$ cat src/rtl/rf_wr_arbiter_pkg.sv
// Shared register-file write bus format and LLU result entry layout.
// The WB stage, the forwarding path and the write-port arbiter all use this package.
package rf_wr_arbiter_pkg;

  localparam int XLEN      = 64;
  localparam int REG_AW    = 5;
  localparam int NUM_REGS  = 32;
  localparam int RF_BUS_WD = 1 + REG_AW + XLEN;

  // Bus layout: {we, waddr[4:0], wdata[XLEN-1:0]}
  localparam int WE_BIT    = RF_BUS_WD - 1;
  localparam int WADDR_LSB = XLEN;
  localparam int WDATA_LSB = 0;

  localparam logic [REG_AW-1:0] X0 = '0;

  typedef struct packed {
    logic              we;
    logic [REG_AW-1:0] waddr;
    logic [XLEN-1:0]   wdata;
  } rf_bus_t;

  typedef struct packed {
    logic [REG_AW-1:0] rd;
    logic [XLEN-1:0]   data;
  } llu_entry_t;

  localparam int LLU_ENTRY_WD = REG_AW + XLEN;

  function automatic logic [RF_BUS_WD-1:0] pack_bus(input logic we,
                                                    input logic [REG_AW-1:0] waddr,
                                                    input logic [XLEN-1:0] wdata);
    logic [RF_BUS_WD-1:0] b;
    b = '0;
    b[WE_BIT] = we;
    b[WADDR_LSB +: REG_AW] = waddr;
    b[WDATA_LSB +: XLEN] = wdata;
    return b;
  endfunction

endpackage

$ cat src/rtl/rf_wr_fifo.sv
// Synchronous FIFO holding LLU results until they win the RF write port.
// Flags are registered; pointers wrap naturally because DEPTH is a power of two.
module rf_wr_fifo #(
  parameter int DEPTH = 2,
  parameter int WIDTH = 69,
  localparam int PW = $clog2(DEPTH),
  localparam int CW = PW + 1
) (
  input  logic             clk,
  input  logic             rst_n,
  input  logic             push,
  input  logic [WIDTH-1:0] wdata,
  input  logic             pop,
  output logic [WIDTH-1:0] rdata,
  output logic             full,
  output logic             empty,
  output logic [CW-1:0]    count
);

  logic [WIDTH-1:0] mem [DEPTH];
  logic [PW-1:0]    wr_ptr;
  logic [PW-1:0]    rd_ptr;
  logic             do_push;
  logic             do_pop;
  logic [CW-1:0]    count_nxt;

  assign do_push   = push && !full;
  assign do_pop    = pop && !empty;
  assign count_nxt = count + CW'(do_push) - CW'(do_pop);
  assign rdata     = mem[rd_ptr];

  always_ff @(posedge clk) begin
    if (!rst_n) begin
      wr_ptr <= '0;
      rd_ptr <= '0;
      count  <= '0;
      full   <= 1'b0;
      empty  <= 1'b1;
    end else begin
      if (do_push) wr_ptr <= wr_ptr + PW'(1);
      if (do_pop)  rd_ptr <= rd_ptr + PW'(1);
      count <= count_nxt;
      full  <= (count_nxt == CW'(DEPTH));
      empty <= (count_nxt == '0);
    end
  end

  // Storage carries no reset; entries are only visible through the pointers.
  always_ff @(posedge clk) begin
    if (do_push) mem[wr_ptr] <= wdata;
  end

endmodule

$ cat src/rtl/rf_wr_arbiter.sv
// Arbitrates the single RF write port between in-order WB and buffered LLU results,
// tracks pending LLU destinations, and requests a stall when LLU results starve.
module rf_wr_arbiter
  import rf_wr_arbiter_pkg::*;
#(
  parameter int FIFO_DEPTH = 2,
  parameter int AGE_MAX    = 8
) (
  input  logic                 clk,
  input  logic                 rst_n,
  input  logic [RF_BUS_WD-1:0] wb_bus,
  input  logic                 llu_valid,
  input  logic [REG_AW-1:0]    llu_rd,
  input  logic [XLEN-1:0]      llu_data,
  output logic                 llu_ready,
  input  logic                 issue_valid,
  input  logic [REG_AW-1:0]    issue_rd,
  output logic [RF_BUS_WD-1:0] rf_bus,
  output logic [NUM_REGS-1:0]  rd_busy,
  output logic                 stall_req,
  output logic                 err_waw
);

  localparam int CW = $clog2(FIFO_DEPTH) + 1;
  localparam int AW = $clog2(AGE_MAX + 1);

  logic                    wb_we;
  logic [REG_AW-1:0]       wb_waddr;
  logic                    wb_wins;
  logic                    fifo_full;
  logic                    fifo_empty;
  logic [CW-1:0]           fifo_count;
  logic [LLU_ENTRY_WD-1:0] head_raw;
  llu_entry_t              head;
  llu_entry_t              push_entry;
  logic                    push;
  logic                    pop;
  logic [NUM_REGS-1:0]     busy_nxt;
  logic                    err_hit;
  logic [AW-1:0]           age;
  logic [AW-1:0]           age_nxt;
  logic                    stall_nxt;

  assign wb_we    = wb_bus[WE_BIT];
  assign wb_waddr = wb_bus[WADDR_LSB +: REG_AW];
  // A WB write to x0 is not a write, so it leaves the port to the FIFO head.
  assign wb_wins  = wb_we && (wb_waddr != X0);

  assign llu_ready       = !fifo_full;
  assign push            = llu_valid && !fifo_full && (llu_rd != X0);
  assign pop             = !fifo_empty && !wb_wins;
  assign push_entry.rd   = llu_rd;
  assign push_entry.data = llu_data;
  assign head            = head_raw;

  rf_wr_fifo #(
    .DEPTH (FIFO_DEPTH),
    .WIDTH (LLU_ENTRY_WD)
  ) u_fifo (
    .clk   (clk),
    .rst_n (rst_n),
    .push  (push),
    .wdata (push_entry),
    .pop   (pop),
    .rdata (head_raw),
    .full  (fifo_full),
    .empty (fifo_empty),
    .count (fifo_count)
  );

  always_comb begin
    rf_bus = '0;
    if (wb_wins)          rf_bus = wb_bus;
    else if (!fifo_empty) rf_bus = pack_bus(1'b1, head.rd, head.data);
  end

  // Clear for the retiring head first so a same-edge issue to that register wins.
  always_comb begin
    busy_nxt = rd_busy;
    if (pop) busy_nxt[head.rd] = 1'b0;
    if (issue_valid) busy_nxt[issue_rd] = 1'b1;
    busy_nxt[0] = 1'b0;
  end

  assign err_hit = (issue_valid && rd_busy[issue_rd]) || (wb_we && rd_busy[wb_waddr]);

  always_comb begin
    age_nxt = age;
    if (pop || fifo_empty)        age_nxt = '0;
    else if (age < AW'(AGE_MAX))  age_nxt = age + AW'(1);
  end

  assign stall_nxt = (fifo_count == CW'(FIFO_DEPTH)) ||
                     ((age >= AW'(AGE_MAX - 1)) && !fifo_empty && !pop);

  always_ff @(posedge clk) begin
    if (!rst_n) begin
      rd_busy   <= '0;
      age       <= '0;
      stall_req <= 1'b0;
      err_waw   <= 1'b0;
    end else begin
      rd_busy   <= busy_nxt;
      age       <= age_nxt;
      stall_req <= stall_nxt;
      if (err_hit) err_waw <= 1'b1;
    end
  end

endmodule

$ cat config.mk
export PLATFORM = sky130hd
export DESIGN_NAME = rf_wr_arbiter
export DESIGN_NICKNAME = d
export VERILOG_FILES = /design/src/rtl/rf_wr_arbiter_pkg.sv /design/src/rtl/rf_wr_fifo.sv /design/src/rtl/rf_wr_arbiter.sv
export SDC_FILE = /design/constraint.sdc
export NUM_CORES = 1
export LEC_CHECK = 0
export ABC_AREA = 0
export BUFFER_PORTS_ARGS = -buffer_cell sky130_fd_sc_hd__buf_2
export CAP_MARGIN = 40
export CORE_UTILIZATION = 50
export DETAILED_ROUTE_END_ITERATION = 12
export PLACE_DENSITY = 0.78
export SLEW_MARGIN = 5
export SYNTH_ARGS = -nofsm -noshare
export SYNTH_HDL_FRONTEND = slang
export SYNTH_SLANG_ARGS = --single-unit
$ cat constraint.sdc
create_clock -name clk -period 9.15 [get_ports clk]
set_input_delay 2.745 -clock clk [delete_from_list [all_inputs] [get_ports clk]]
set_output_delay 2.745 -clock clk [all_outputs]
set_load 0.02 [all_outputs]
==> results of run 1 <==
cell usage after synthesis, types with 2 or more instances:
cell	number
nor3b_1	2
and2_1	5
a21boi_0	26
nand2b_1	4
and3_1	3
o21ai_0	34
o32ai_1	2
and3b_1	3
buf_2	26
clkbuf_1	16
o31ai_1	51
a22o_1	4
mux2_2	7
mux2i_1	78
o2bb2ai_1	2
o221ai_1	2
ha_1	3
xnor2_1	3
o31ai_2	16
nor2_1	12
mux4_2	7
nand2_1	105
buf_4	2
nor3_1	2
a211oi_1	2
nand4_1	8
a31oi_1	4
a21oi_1	5
buf_6	4
xor2_1	2
nor2b_1	6
a21boi_1	5
a32oi_1	3
inv_1	11
edfxtp_1	138
dfxtp_1	44
nand3_1	4
worst min-delay path by stage:
stage | from | end | slack [ns] | depth (start not counted)
6_report | u_fifo.count[1]$_SDFF_PN0_ | stall_req$_SDFF_PN0_ | 0.50 | 2
5_1_grt | rd_busy[24]$_SDFF_PN0_ | rd_busy[24]$_SDFF_PN0_ | 0.55 | 2
4_1_cts | u_fifo.count[1]$_SDFF_PN0_ | stall_req$_SDFF_PN0_ | 0.50 | 2
3_5_place_dp | u_fifo.count[1]$_SDFF_PN0_ | stall_req$_SDFF_PN0_ | 0.49 | 2
3_3_place_gp | u_fifo.count[1]$_SDFF_PN0_ | stall_req$_SDFF_PN0_ | 0.49 | 2
2_1_floorplan | u_fifo.count[1]$_SDFF_PN0_ | stall_req$_SDFF_PN0_ | 0.46 | 2
logic make-up (layout without fill, tap and decap cells):
family                     count (synthesis)  after routing  share of synthesized area [%]
other                                      1              3                         0.0444
muxes                                     93             93                           12.2
adders and majority gates                  3              3                          0.444
DFF                                      182            182                           59.4
and+or+nand+nor                          160            160                           8.53
buffers and inverters                     62            300                           3.60
xor gates and xnor gates                   5              5                          0.518
AOI/OAI and AO/OA                        167            167                           15.2
power breakdown:
group,switching [mW],internal [mW]
logic,0.412,0.221
clock network,0.311,0.404
registers,0.0521,1.02
routing by layer:
| metal | vias up | wire length (µm) | global-route usage (%) |
|---|---|---|---|
| met5 | - | 16 | 0 |
| met4 | 2 | 569 | 9.56 |
| met3 | 36 | 1460 | 6.11 |
| met2 | 267 | 9700 | 37.8 |
| met1 | 2970 | 8550 | 30.5 |
| li1 | 3013 | - | - |
state kept, by name, summed over array words and instances (netlist names), named ones only:
name and count:
u_fifo.mem 138, age 4, u_fifo.count 2, stall_req 1, u_fifo.empty 1, rd_busy 31, u_fifo.rd_ptr 1, u_fifo.wr_ptr 1
u_fifo.full 1, err_waw 1
worst max-delay path, cell delays in order:
cell     delay (ns)
buf_2          0.30
o41a_2         0.19
buf_4          0.51
buf_4          0.73
nand2_1        0.16
o31ai_2        0.09
buf_2          0.21
layout make-up:
cell class / instances / area, µm²
sequential: 182 / 5030
multi-input combinational: 429 / 3140
fill: 1285 / 6110
tap: 220 / 275
clock inverter: 13 / 146
antenna: 2 / 5.00
inverter: 12 / 45.0
clock buffer: 17 / 425
timing repair buffer: 258 / 1350
per-stage QoR:
stage,utilization (%),power [mW],area [µm²],hold slack (ns)
floorplan,-,1.52,8450,0.463
global placement,59.2,1.70,9780,0.491
detailed placement,59.5,1.72,9830,0.495
CTS,63.0,2.44,10400,0.504
global route,63.0,2.52,10400,0.555
finish,63.0,2.42,10400,0.500
==> reports/summary.txt, run 1 <==
status: finished, final reports clean
fin crit period: 7.79 ns
row count: 47
Final TNS setup: 0 ns
Worst Reg-to-Reg Cells: 5
Peak Freq: 0.128 GHz
ranking of synthesized cells by area: edfxtp_1 49%, dfxtp_1 10%, mux2i_1 9.2%
placer congestion estimate: 0.873
clock root cell: clkbuf_16
Post-Place Cells: 1101
CTS max path bufs: 2
full die area: 17400 µm²
CTS tree: built
peak supply drop: 173 µV
Worst Path Max Fanout: 71
area grow syn2layout: 23.2%
antenna-violating nets left: 0
CTS sink count: 182
Synth cell types: 59
initial antenna violation count: 3
PostCTS Resize Cnt: 0
period utilization: 85.1%
DR vias/cell: 5.55
Core Region: 16500 µm²
Synth Register Bits: 182
Fin. Hold Viols: 0
number of flops mapped to enable cells by yosys: 138
Avg WL per Cell: 17.9 µm
measured slew at the worst slew-check pin: 0.890 ns
share of cells above drive strength 1: 36.1%
commonest cells after routing, fill and taps aside: 251 x buf_2, 138 x edfxtp_1, 105 x nand2_1
Yosys top cell by area: edfxtp_1
Startpoint Class: primary input
Setup crit end: rf_bus[63]
Mapped Cells: 673
clk_skew: 0.00980 ns
global route overflow: 0
final WL: 20300 µm
Pins Over Slew Limit: 0
CTS clk-pin slew, worst paths: 0.06 ns
Mean Syn Cell Area: 12.6 µm²
drt drc: 0
worst hold-check path type: reg -> reg
top-area cell type share of the netlist area: 49.0%
CP Launch Point: wb_bus[64]
Initial Utilization: 51.2%
Clk Latency, worst-skew pair: 0.42 ns
detailed-route via count: 6288
dpl ws: 1.37 ns
post-route insts no fill: 1133
syn_nets: 824
final net count: 1051
reg-to-reg endpoint: rd_busy[15]$_SDFF_PN0_
Detailed Place HPWL: 14100 µm
Reg2Reg Setup Slack: 6.32 ns
Leak Pwr: 4.08 nW
crit end category: output pin
first-pass GRT wire length: 31400 µm
Crit Path Category: in -> out
commonest non-fill, non-tap cell in the layout: buf_2
relative slew slack: 40.6%
clock buffer count from CTS: 17
CP Data Required Time: 6.41 ns
post-CTS setup buffer count: 0
DR pass1 iterations: 5
RSZ-0062 raised after global routing: false
Yosys Warn Count: 0
DRT iter0 DRCs: 471
die height: 132 µm
total track usage: 23.6%
arrival time worst endpoint: 5.04 ns
largest net degree at the start of global routing: 72
final setup margin: 1.36 ns
I/O pin count: 253
final setup fails: 0
max-capacitance violation count: 0
hold buffers post-CTS: 0
H-tree depth: 4
sequential fraction of the synthesis area: 59.4%
vias in the first global route: 5865
asr flop ratio synth: 0%
PD cells: 232 nW/µm²
Synth Cell Area: 8450 µm²
Main synth FF type: edfxtp_1
Horiz. Die Dim: 132 µm
input/output buffers: 251
(Power assumes the default switching activity.)
==> inputs of run 2 (changes only) <==
--- a/config.mk
+++ b/config.mk
@@ -9,6 +9,7 @@
 export BUFFER_PORTS_ARGS = -buffer_cell sky130_fd_sc_hd__buf_2
 export CAP_MARGIN = 40
 export CORE_UTILIZATION = 50
+export CTS_BUF_LIST = sky130_fd_sc_hd__clkbuf_16
 export DETAILED_ROUTE_END_ITERATION = 12
 export PLACE_DENSITY = 0.78
 export SLEW_MARGIN = 5
==> constraint.sdc (replaced) <==
create_clock -name clk -period 7.72 [get_ports clk]
set_input_delay 2.316 -clock clk [delete_from_list [all_inputs] [get_ports clk]]
set_output_delay 2.316 -clock clk [all_outputs]
set_load 0.02 [all_outputs]
==> run 2 against run 1 <==
Compared with the run above: combinational power grew 18%; sequential power increased by 20%; clock power is 15% higher; register-to-register slack got worse by 0.93 ns; cell area barely moved; clock skew grew 0.0054 ns; critical path type unchanged; largest power group unchanged.
==> reports/summary.txt, run 2 (same netlist as run 1, synthesis figures left out) <==
PD cells: 273 nW/µm²
largest net degree at the start of global routing: 71
input/output buffers: 251
total track usage: 24.4%
RSZ-0062 raised after global routing: false
CP Data Required Time: 5.40 ns
I/O pin count: 253
row count: 47
crit end category: output pin
Pins Over Slew Limit: 0
final setup fails: 0
Detailed Place HPWL: 14600 µm
dpl cell area: 9850 µm²
overall power: 2.84 mW
peak supply drop: 168 µV
first-pass GRT wire length: 32400 µm
Initial Utilization: 51.2%
clock buffer count from CTS: 17
CTS sink count: 182
drt drc: 0
H-tree depth: 4
Startpoint Class: primary input
Post-Place Cells: 1101
CTS clk-pin slew, worst paths: 0.07 ns
max FFs per register: 138
Regs by FF count: u_fifo.mem (138), rd_busy (31), age (4)
die height: 132 µm
period utilization: 86.0%
CTS max path bufs: 2
Final TNS setup: 0 ns
antenna-violating nets left: 0
hold buffers post-CTS: 0
measured slew at the worst slew-check pin: 0.901 ns
share of cells above drive strength 1: 36.1%
detailed-route via count: 6397
area grow syn2layout: 23.2%
placer congestion estimate: 0.913
commonest cells after routing, fill and taps aside: 251 x buf_2, 138 x edfxtp_1, 105 x nand2_1
Crit Path Category: in -> out
full die area: 17400 µm²
status: finished, final reports clean
Worst Path Max Fanout: 37
final setup margin: 1.08 ns
Leak Pwr: 4.08 nW
vias in the first global route: 6136
fin crit period: 6.64 ns
# fillers: 1296
DRT iter0 DRCs: 328
PostCTS Resize Cnt: 0
DR pass1 iterations: 5
clock root cell: clkbuf_16
Peak Freq: 0.151 GHz
Core Region: 16500 µm²
initial antenna violation count: 4
most frequent cell on the critical path: buf_2
crit path cell chain: buf_2 > or2_4 > o41a_2 > buf_4 > o31ai_1 > buf_2
Horiz. Die Dim: 132 µm
critical path's largest stage delay: 0.71 ns
final net count: 1051
Final Instance Area: 10400 µm²
commonest non-fill, non-tap cell in the layout: buf_2
Worst path slowest cell: o41a_2
CTS tree: built
global route overflow: 0
post-CTS setup buffer count: 0
final WL: 20800 µm
clk_skew: 0.0152 ns
dpl ws: 1.12 ns
arrival time worst endpoint: 4.32 ns
DR vias/cell: 5.63
relative slew slack: 39.9%
Avg WL per Cell: 18.3 µm
post-route insts no fill: 1136
Fin. Hold Viols: 0
worst hold-check path type: reg -> reg
max-capacitance violation count: 0
Clk Latency, worst-skew pair: 0.43 ns
Reg with most FFs: u_fifo.mem
-- run 2: cell types whose count changed in the layout (fill, tap and decap cells not counted), moves of 2 or more --
cell and change:
clkinv_4 +2, bufinv_16 -2, clkinvlp_2 -2, inv_8 +2
-- run 2: worst paths after layout --
path / to / startpoint / slack, ns / cells past startpoint
worst max register to register: rd_busy[7]$_SDFF_PN0_ / flip-flop / 5.39 / 4
worst min-delay path: rd_busy[22]$_SDFF_PN0_ / rd_busy[22]$_SDFF_PN0_ / 0.52 / 2
worst min register to register: rd_busy[22]$_SDFF_PN0_ / rd_busy[22]$_SDFF_PN0_ / 0.52 / 2
worst max-delay path: rf_bus[4] / wb_bus[67] / 1.08 / 6
-- run 2: cell type report --
class	instances	area, µm²	share of cell area, %
inverter	12	45.0	0.432
multi-input combinational	429	3140	30.1
clock inverter	15	136	1.31
tap	220	275	2.64
clock buffer	17	425	4.08
sequential	182	5030	48.3
antenna	3	7.51	0.0721
timing repair buffer	258	1360	13.1
-- run 2: power breakdown --
part | total, mW | leakage (nW) | switching [mW] | internal (mW)
sequential | 1.28 | 1.65 | 0.0726 | 1.21
combinational | 0.746 | 2.16 | 0.482 | 0.264
clock | 0.819 | 0.275 | 0.393 | 0.426
total | 2.84 | 4.08 | 0.948 | 1.90
-- run 2: metrics by stage --
step           hold slack (ns)  utilization (%)
2_1_floorplan            0.463                -
3_3_place_gp             0.498             59.3
3_5_place_dp             0.509             59.6
4_1_cts                  0.521             63.0
5_1_grt                  0.560             63.0
6_report                 0.516             63.0
-- run 2: critical path, delay by kind of cell --
family / cells / cell delay [ns]
AND/OR/NAND/NOR: 1 / 0.25
buffers and inverters: 3 / 0.72
AO/OA/AOI/OAI: 2 / 1.01
-- run 2: routing by layer --
layer,up-vias,GRT usage [%],share of wire [%]
met5,-,0,0.086
met4,4,10.0,2.7
met3,37,7.23,8.1
met2,307,41.2,50
met1,3038,29.1,39
li1,3011,-,-
==> inputs of run 3 (changes only) <==
--- a/config.mk
+++ b/config.mk
@@ -8,10 +8,11 @@
 export ABC_AREA = 0
 export BUFFER_PORTS_ARGS = -buffer_cell sky130_fd_sc_hd__buf_2
 export CAP_MARGIN = 40
-export CORE_UTILIZATION = 50
+export CORE_UTILIZATION = 47
 export CTS_BUF_LIST = sky130_fd_sc_hd__clkbuf_16
+export CTS_CLUSTER_SIZE = 40
 export DETAILED_ROUTE_END_ITERATION = 12
-export PLACE_DENSITY = 0.78
+export PLACE_DENSITY = 0.77
 export SLEW_MARGIN = 5
 export SYNTH_ARGS = -nofsm -noshare
 export SYNTH_HDL_FRONTEND = slang
==> constraint.sdc (replaced) <==
create_clock -name clk -period 6 [get_ports clk]
set_input_delay 1.2 -clock clk [delete_from_list [all_inputs] [get_ports clk]]
set_output_delay 1.2 -clock clk [all_outputs]
set_load 0.02 [all_outputs]
==> run 3 against run 2 <==
Compared with the run above: critical endpoint is now rf_bus[25]; non-clock buffer count grew 1; worst setup slack gained 0.42 ns; largest power group unchanged; sequential power grew 28%; clock skew grew 0.0025 ns; highest routed layer unchanged; first-iteration DRC count grew 21%; via count shrank 1.6%.
==> reports/summary.txt, run 3 (same netlist as run 1, synthesis figures left out) <==
relative slew slack: 35.7%
final net count: 1052
footprint of the multi-input gates: 3130 µm²
global route overflow: 0
Clk Latency, worst-skew pair: 0.42 ns
clock root cell: clkbuf_16
DRT iter0 DRCs: 396
area grow syn2layout: 23.1%
Core Region: 17400 µm²
row count: 48
# fillers: 1409
Final Instance Area: 10400 µm²
drt drc: 0
CTS max path bufs: 2
Reg with most FFs: u_fifo.mem
Reg2Reg Setup Slack: 3.10 ns
fin crit period: 4.50 ns
H-tree depth: 4
Regs by FF count: u_fifo.mem (138), rd_busy (31), age (4)
peak supply drop: 236 µV
Horiz. Die Dim: 136 µm
Comb power frac: 25.7%
I/O pin count: 253
CTS sink count: 182
CP Launch Point: wb_bus[68]
switch share: 33.5%
Initial Utilization: 48.5%
RSZ-0062 raised after global routing: false
DR vias/cell: 5.52
crit end category: output pin
Buf/Inv on CP: 4
post-route insts no fill: 1141
CTS clk-pin slew, worst paths: 0.07 ns
final setup margin: 1.50 ns
PD cells: 352 nW/µm²
measured slew at the worst slew-check pin: 0.965 ns
reg-to-reg endpoint: rd_busy[23]$_SDFF_PN0_
Crit Path Category: in -> out
worst hold-check path type: reg -> reg
most frequent cell on the critical path: buf_2
die height: 136 µm
DR pass1 iterations: 5
dpl ws: 1.50 ns
Detailed Place HPWL: 14800 µm
arrival time worst endpoint: 3.30 ns
Clock power frac: 29.5%
hold buffers post-CTS: 0
commonest cells after routing, fill and taps aside: 251 x buf_2, 138 x edfxtp_1, 105 x nand2_1
critical path's largest stage delay: 0.65 ns
hold_sp: rd_busy[28]$_SDFF_PN0_
period utilization: 75.0%
Crit. path cell count: 7
largest net degree at the start of global routing: 71
clk_skew: 0.0176 ns
CP top delay family: compound AO/OA/AOI/OAI gates
Pins Over Slew Limit: 0
Leak Pwr: 4.09 nW
Startpoint Class: primary input
Seq pwr share: 44.8%
CTS tree: built
first-pass GRT wire length: 31400 µm
Peak Freq: 0.222 GHz
Fin. Hold Viols: 0
Worst Reg-to-Reg Cells: 5
antenna-violating nets left: 0
share of cells above drive strength 1: 36.2%
final setup fails: 0
status: finished, final reports clean
Post-Place Cells: 1107
initial antenna violation count: 3
post-CTS setup buffer count: 0
P_sw: 1.23 mW
Internal: 2.43 mW
Setup crit end: rf_bus[25]
placer congestion estimate: 0.927
storage element area: 5030 µm²
Final TNS setup: 0 ns
dpl cell area: 9820 µm²
full die area: 18500 µm²
crit path cell chain: buf_2 > or2_4 > o41a_2 > buf_12 > buf_4 > o31ai_1 > buf_2
Worst path slowest cell: o41a_2
clock buffer count from CTS: 17
final WL: 20700 µm
commonest non-fill, non-tap cell in the layout: buf_2
Avg WL per Cell: 18.1 µm
CP Data Required Time: 4.80 ns
total track usage: 22.7%
vias in the first global route: 5995
Worst Path Max Fanout: 47
max FFs per register: 138
detailed-route via count: 6294
final core utilization: 59.8%
input/output buffers: 251
PostCTS Resize Cnt: 0
max-capacitance violation count: 0
run 3: cell type report:
cell class / instances / share of cell area, %
tap: 225 / 2.70
antenna: 2 / 0.0481
multi-input combinational: 429 / 30.1
clock inverter: 15 / 1.53
timing repair buffer: 259 / 12.8
clock buffer: 17 / 4.09
inverter: 12 / 0.433
sequential: 182 / 48.3
run 3: metal layers:
metal  up-vias  GRT usage (%)  routed length [µm]
li1       3021              -                   -
met4         2           7.72                 259
met5         -              0                  10
met3        22           5.70                1500
met1      2961           28.6                8620
met2       288           37.8               10300
run 3: per-stage QoR:
step	power, mW	hold WS (ns)
2_1_floorplan	2.31	0.463
3_5_place_dp	2.62	0.511
4_1_cts	3.69	0.520
3_3_place_gp	2.60	0.506
6_report	3.66	0.518
5_1_grt	3.82	0.558
run 3: worst reg2reg max path, cell delays in order (launching register included):
cell and delay [ns]:
dfxtp_4 0.83, buf_4 0.68, nor2b_1 0.16, a32oi_1 0.76
o21ai_0 0.20, a21boi_0 0.21
run 3: worst min path at each step:
stage	slack, ns	cells after the start	end
floorplan	0.46	2	stall_req$_SDFF_PN0_
global placement	0.51	2	rd_busy[25]$_SDFF_PN0_
detailed placement	0.51	2	rd_busy[28]$_SDFF_PN0_
CTS	0.52	2	rd_busy[28]$_SDFF_PN0_
global route	0.56	2	rd_busy[18]$_SDFF_PN0_
finish	0.52	2	rd_busy[28]$_SDFF_PN0_
run 3: power groups by stage:
stage,clock network [mW],registers (mW),logic (mW)
floorplan,0,1.63,0.678
global placement,0,1.66,0.933
detailed placement,0,1.67,0.949
CTS,1.10,1.64,0.949
global route,1.15,1.66,1.02
finish,1.08,1.64,0.940
